File: src/rtl/uart_tx_serializer.sv
// UART transmit serializer: pops one word from a show-ahead FIFO and sends it
// as start, DATA_WIDTH data bits (LSB first), optional parity and 1 or 2 stop bits.
module uart_tx_serializer #(
    parameter int DATA_WIDTH   = 8,
    parameter int CLKS_PER_BIT = 868,
    parameter int PARITY_EN    = 0,
    parameter int PARITY_ODD   = 0,
    parameter int STOP_BITS    = 1
) (
    input  logic                  clk,
    input  logic                  reset,
    input  logic                  fifo_empty,
    input  logic [DATA_WIDTH-1:0] fifo_dout,
    output logic                  fifo_rd_en,
    output logic                  tx,
    output logic                  busy,
    output logic                  tx_done
);

    localparam int CNT_W = (CLKS_PER_BIT > 1) ? $clog2(CLKS_PER_BIT) : 1;
    localparam int IDX_W = (DATA_WIDTH > 1) ? $clog2(DATA_WIDTH) : 1;
    localparam logic [CNT_W-1:0] CNT_LAST  = CNT_W'(CLKS_PER_BIT - 1);
    localparam logic [IDX_W-1:0] IDX_LAST  = IDX_W'(DATA_WIDTH - 1);
    localparam logic             STOP_LAST = (STOP_BITS == 2);
    localparam logic             ODD_SEL   = (PARITY_ODD != 0);

    typedef enum logic [2:0] {
        IDLE,
        START,
        DATA,
        PARITY,
        STOP
    } state_t;

    state_t                r_state;
    logic [CNT_W-1:0]      r_clk_cnt;
    logic [IDX_W-1:0]      r_bit_idx;
    logic                  r_stop_idx;
    logic [DATA_WIDTH-1:0] r_shift;
    logic                  r_parity;
    logic                  r_tx;

    state_t                w_state_next;
    logic [CNT_W-1:0]      w_clk_cnt_next;
    logic [IDX_W-1:0]      w_bit_idx_next;
    logic                  w_stop_idx_next;
    logic [DATA_WIDTH-1:0] w_shift_next;
    logic [DATA_WIDTH-1:0] w_shifted;
    logic                  w_parity_next;
    logic                  w_tx_next;
    logic                  w_pop;
    logic                  w_bit_end;
    logic                  w_done;

    // Gating with reset keeps the pop strobe quiet while reset is held.
    assign w_pop     = reset && (r_state == IDLE) && !fifo_empty;
    assign w_bit_end = (r_clk_cnt == CNT_LAST);
    assign w_shifted = r_shift >> 1;

    always_ff @(posedge clk or negedge reset) begin
        if (!reset) begin
            r_state    <= IDLE;
            r_clk_cnt  <= '0;
            r_bit_idx  <= '0;
            r_stop_idx <= 1'b0;
            r_shift    <= '0;
            r_parity   <= 1'b0;
            r_tx       <= 1'b1;
        end else begin
            r_state    <= w_state_next;
            r_clk_cnt  <= w_clk_cnt_next;
            r_bit_idx  <= w_bit_idx_next;
            r_stop_idx <= w_stop_idx_next;
            r_shift    <= w_shift_next;
            r_parity   <= w_parity_next;
            r_tx       <= w_tx_next;
        end
    end

    always_comb begin
        w_state_next    = r_state;
        w_clk_cnt_next  = r_clk_cnt;
        w_bit_idx_next  = r_bit_idx;
        w_stop_idx_next = r_stop_idx;
        w_shift_next    = r_shift;
        w_parity_next   = r_parity;
        w_tx_next       = r_tx;
        w_done          = 1'b0;

        if (r_state != IDLE) begin
            w_clk_cnt_next = w_bit_end ? '0 : r_clk_cnt + 1'b1;
        end

        // r_tx is loaded with the level of the state being entered, so the
        // line changes exactly at the bit boundary without a decode glitch.
        case (r_state)
            IDLE: begin
                w_tx_next = 1'b1;
                if (w_pop) begin
                    w_shift_next    = fifo_dout;
                    w_parity_next   = (^fifo_dout) ^ ODD_SEL;
                    w_clk_cnt_next  = '0;
                    w_bit_idx_next  = '0;
                    w_stop_idx_next = 1'b0;
                    w_tx_next       = 1'b0;
                    w_state_next    = START;
                end
            end
            START: begin
                if (w_bit_end) begin
                    w_bit_idx_next = '0;
                    w_tx_next      = r_shift[0];
                    w_state_next   = DATA;
                end
            end
            DATA: begin
                if (w_bit_end) begin
                    if (r_bit_idx == IDX_LAST) begin
                        if (PARITY_EN != 0) begin
                            w_tx_next    = r_parity;
                            w_state_next = PARITY;
                        end else begin
                            w_stop_idx_next = 1'b0;
                            w_tx_next       = 1'b1;
                            w_state_next    = STOP;
                        end
                    end else begin
                        w_shift_next   = w_shifted;
                        w_tx_next      = w_shifted[0];
                        w_bit_idx_next = r_bit_idx + 1'b1;
                    end
                end
            end
            PARITY: begin
                if (w_bit_end) begin
                    w_stop_idx_next = 1'b0;
                    w_tx_next       = 1'b1;
                    w_state_next    = STOP;
                end
            end
            STOP: begin
                w_tx_next = 1'b1;
                if (w_bit_end) begin
                    if (r_stop_idx == STOP_LAST) begin
                        w_done       = 1'b1;
                        w_state_next = IDLE;
                    end else begin
                        w_stop_idx_next = 1'b1;
                    end
                end
            end
            default: begin
                w_tx_next    = 1'b1;
                w_state_next = IDLE;
            end
        endcase
    end

    assign fifo_rd_en = w_pop;
    assign tx         = r_tx;
    assign busy       = (r_state != IDLE);
    assign tx_done    = w_done;

endmodule
File: config.mk
export PLATFORM = sky130hd
export DESIGN_NAME = uart_tx_serializer
export DESIGN_NICKNAME = d
export VERILOG_FILES = /design/src/rtl/uart_tx_serializer.sv
export SDC_FILE = /design/constraint.sdc
export NUM_CORES = 1
export LEC_CHECK = 0
export CAP_MARGIN = 10
export CORE_ASPECT_RATIO = 1.25
export CORE_MARGIN = 2
export CORE_UTILIZATION = 37
export DETAILED_ROUTE_END_ITERATION = 10
export GPL_ROUTABILITY_DRIVEN = 0
export GPL_TIMING_DRIVEN = 0
export MAX_ROUTING_LAYER = met4
export PLACE_DENSITY_LB_ADDON = 0.12
export SETUP_SLACK_MARGIN = 0.5
export SLEW_MARGIN = 20
export SYNTH_ARGS = -nofsm -noshare
export SYNTH_HDL_FRONTEND = slang
export SYNTH_SLANG_ARGS = --single-unit
File: constraint.sdc
create_clock -name clk -period 2.5 [get_ports clk]
set_input_delay 0.75 -clock clk [delete_from_list [all_inputs] [get_ports clk]]
set_output_delay 0.75 -clock clk [all_outputs]
set_load 0.03 [all_outputs]
Word-level counts from Yosys, hierarchy flattened
Cells that the tools add are included.
W data, S select, Z words.
{ "op_classes": {"addsub": 2, "n_eq_ne": 14, "muxes": 37, "n_reduce_logical": 13} }
{ "op_table": {"columns": ["op", "n"], "rows": [
  ["$mux W10", 4],
  ["$mux W3", 11],
  ["$mux W8", 3],
  ["$ne A2 B2 Y1 const B", 8],
  ["$pmux W8 S2", 1],
  ["$pmux W3 S5", 1],
  ["$mux W1", 14],
  ["$add A10 B1 Y10 const B", 1],
  ["$eq A10 B10 Y1 const B", 1],
  ["$pmux W3 S3", 1],
  ["$pmux W1 S4", 2],
  ["$reduce_and A7 Y1", 1],
  ["$eq A3 B2 Y1 const B", 2],
  ["$eq A3 B3 Y1 const B", 2],
  ["$reduce_and A6 Y1", 1],
  ["$reduce_bool A3 Y1", 2],
  ["$reduce_and A5 Y1", 1],
  ["$reduce_and A4 Y1", 1],
  ["$reduce_bool A4 Y1", 1],
  ["$add A3 B1 Y3 const B", 1],
  ["$eq A3 B1 Y1 const B", 1],
  ["$logic_not A3 Y1", 1],
  ["$reduce_and A3 Y1", 1],
  ["$logic_and A1 B1 Y1", 2],
  ["other kinds (2)", 2]
]} }
{ "word_totals": {"wordCells": 72, "ff_bits": 26, "out_inout_bits": 4, "input_bits": 11} }

Depth between registers and ports, before layout
{ "logic_depth": {"ltp_word": 5, "ltp_mapped": 7} }

Worst setup path after synthesis
OpenSTA, ideal clock, no wires.
{ "synth_path": {"kind": "register -> output", "startpoint": "reg r_clk_cnt[0]", "endpoint": "out tx_done", "required_time_ns": 1.750, "stages_incl_launch_ff": 5, "arrival_ns": 1.429, "path_slack_ns": 0.321, "cell_sequence": "dfrtp_1 -> ha_1 -> nand4b_1 -> nor3_4 -> and3_1"} }
{ "synth_between": {"elab_chain_cells": 3} }
{ "synth_rtl": {"columns": ["item", "line_no", "text"], "rows": [
  ["from (decl)", "36", "logic [CNT_W-1:0] r_clk_cnt;"],
  ["from (signal assigned)", "71", "r_clk_cnt <= w_clk_cnt_next;"],
  ["$eq A10 B10 Y1", "57", "assign w_bit_end = (r_clk_cnt == CNT_LAST);"],
  ["$mux W1", "143", "if (w_bit_end) begin"],
  ["$mux W1", "96", "case (r_state)"],
  ["to (decl)", "17", "output logic tx_done"]
]} }
No other way between the ends.

Worst setup path after layout
{ "layout_path": {"startpoint": "reg r_clk_cnt[3]", "endpoint": "out tx_done"} }
The elaborated chain is that of the path after synthesis.

==> metrics.cfg <==
[cts]
cts.path.max_buffers=2
cts.reportedPaths.clkPinSlew_ns=0.09
cts_sinks=25
htreeDepth=1
cts_tree=built
cts-root-buf=clkbuf_8
cts-buffers-inserted=3
clkLatencyLatePin_ns=0.27

[floorplanning]
dieArea_um2=4220
rows=24
die_x_um=58.5
core_area_um2=3510
die-height_um=72.2
initial_core_util=0.391
io_pins=15

[critical_path]
end_kind=primary output
crit_path_max_fanout=2
critPathKind=reg2out
arrival_ns=1.60
critPathLaunchType=register
crit_required_ns=1.75

[sta]
slew-limit-headroom=0.670
setup_viol=0
finalHoldViolCount=0
fin_crit_sh=0.939
slew_viol_final=0
setup_slack_ns=0.153
timing.fmax_ghz=0.426
worstMarginPinSlew_ns=0.492
post-route-min-period_ns=2.35
rsz0062_at_grt=true
skew_ns=0.00472

[cells_and_area]
drive_gt1_frac=0.349
diodes=0
final_cell_area_um2=1870
syn_to_final_growth_pct=36.2
ff_latch_area_um2=627
final_nets=190
multi_input_area_um2=742
num-fill-cells=316

[place]
port_buffers=14
dpl_cell_area_um2=1570
post-place-ws_ns=-0.728
dpl.hpwl_um=1860

[logic_synthesis]
synth_top_area_frac=0.437
synth_largest_area_cell=dfrtp_1
synth_nets=148
synth_area_leaders=dfrtp_1 44%, mux2_2 12%, nand2_1 4.4%
seq_area_frac_synth=0.456
ys_ff_latch=25
ys.flop_type=dfrtp_1
synthesis.area_um2=1380
ys_warn_count=0
synth_edf_count=0
ys_types=40
postSynthAreaPerCell_um2=10.3
synth_commonest_cells=24 x dfrtp_1, 16 x nand2_1, 15 x mux2_2
synth.most_common_cell=dfrtp_1
ys_async_sr_fraction=1.00
syn_inst=134

[route]
vias=1105
drtIter0Drc=13
drc=0
avgRoutedWirePerCell_um=14.0
drtPass1Iterations=4
vias_per_cell=5.16
final_antenna_net_count=0
drt-total-wl_um=3000

[global_route]
track_usage=0.158
antenna_found_initial=0
grt_pass1_wl_um=5020
grt_max_degree=27
grt_pass1_vias=1162
overflow=0

[pwr]
ir_worst_vdd_mv=0.454
p_per_area_nw_per_um2=747
leakagePower_nw=0.850

[run_status]
status=finished clean

[worst_hold_path]
min-delay-path-class=in2async

[flow_run]
maxCapViolCount=0

==> logic make-up (layout without fill, tap and decap cells) <==
group           after synthesis  after routing  share of synthesized area
flops                        25             25                      0.456
fa+ha+maj                     3              3                     0.0273
simple gates                 48             48                      0.192
mux                          17             17                      0.137
compound gates               25             25                      0.123
xor+xnor                      3              3                     0.0191
buf+inv                      13             54                     0.0455
==> metrics by stage <==
stage | setup TNS [ns] | power [mW] | utilization | hold slack (ns) | instances
final | 0 | 1.40 | 0.533 | 0.285 | 214
after global routing | 0 | 1.50 | 0.533 | 0.279 | 214
after CTS | 0 | 1.33 | 0.498 | 0.389 | 204
after detailed placement | -1.07 | 1.00 | 0.447 | 0.493 | 187
after global placement | -19.74 | 0.985 | 0.448 | 0.483 | 187
after floorplan | 0 | 0.891 | - | 0.454 | 134
==> state kept, by name, summed over array words and instances, names as in the netlist <==
| register | flops |
|---|---|
| r_clk_cnt | 10 |
| r_shift | 8 |
| r_bit_idx | 3 |
| r_state | 3 |
| tx | 1 |
==> layer usage <==
layer,wire length (um),global-route usage,share of wire
met5,0,-,0
met4,47,0.0801,0.016
met3,109,0.0267,0.036
met2,1430,0.238,0.48
met1,1410,0.204,0.47
==> cell type report <==
cell class              count  share of cell area
multi-input cells          96               0.396
flip-flops and latches     25               0.335
repair buffers             37               0.179
well taps                  39              0.0261
plain buffers               6              0.0254
clock buffers               3              0.0220
inverters                   7              0.0140
clock inverters             1             0.00267
==> power by group <==
part,internal [mW],switching (mW)
clock network,0.112,0.134
logic,0.301,0.227
registers,0.536,0.0910
==> cell usage in the layout, fill, tap and decap left out, types with 3 or more instances in the layout <==
cell	n
dfrtp_1	24
buf_4	21
nand2_1	16
o21ai_0	10
buf_6	8
nor2_1	8
mux2_2	8
clkdlybuf4s50_1	8
mux2_4	7
inv_1	6
nand3_1	4
xnor2_1	3
nor3_1	3
clkbuf_8	3
==> final timing paths <==
path | start | end | slack (ns) | cells past startpoint
worst max-delay path | r_clk_cnt[3]$_DFF_PN0_ | tx_done | 0.15 | 4
worst min-delay path | reset | r_clk_cnt[6]$_DFF_PN0_ | 0.28 | 1
worst max register to register | r_clk_cnt[3]$_DFF_PN0_ | r_shift[2]$_DFFE_PN0P_ | 0.49 | 8
worst min register to register | r_shift[4]$_DFFE_PN0P_ | r_shift[4]$_DFFE_PN0P_ | 0.52 | 1
max in group asynchronous | reset | tx$_DFFE_PN1P_ | 1.98 | 1
min in group clk | r_shift[4]$_DFFE_PN0P_ | r_shift[4]$_DFFE_PN0P_ | 0.52 | 1
==> worst max-delay path: stages, from the launching register on <==
cell and delay, ns:
dfrtp_1 0.40, or3_4 0.41, nor3_4 0.19, and3_4 0.20
buf_6 0.12
==> timing repair <==
action	4_1_cts	5_1_grt
endpoints found under the hold margin	0	0
pin swaps	4	6
gates resized for setup	31	14
hold buffers	0	0
setup endpoints to repair	19	13
buffers inserted	13	10
No activity file was read; power rests on OpenSTA's default activity.
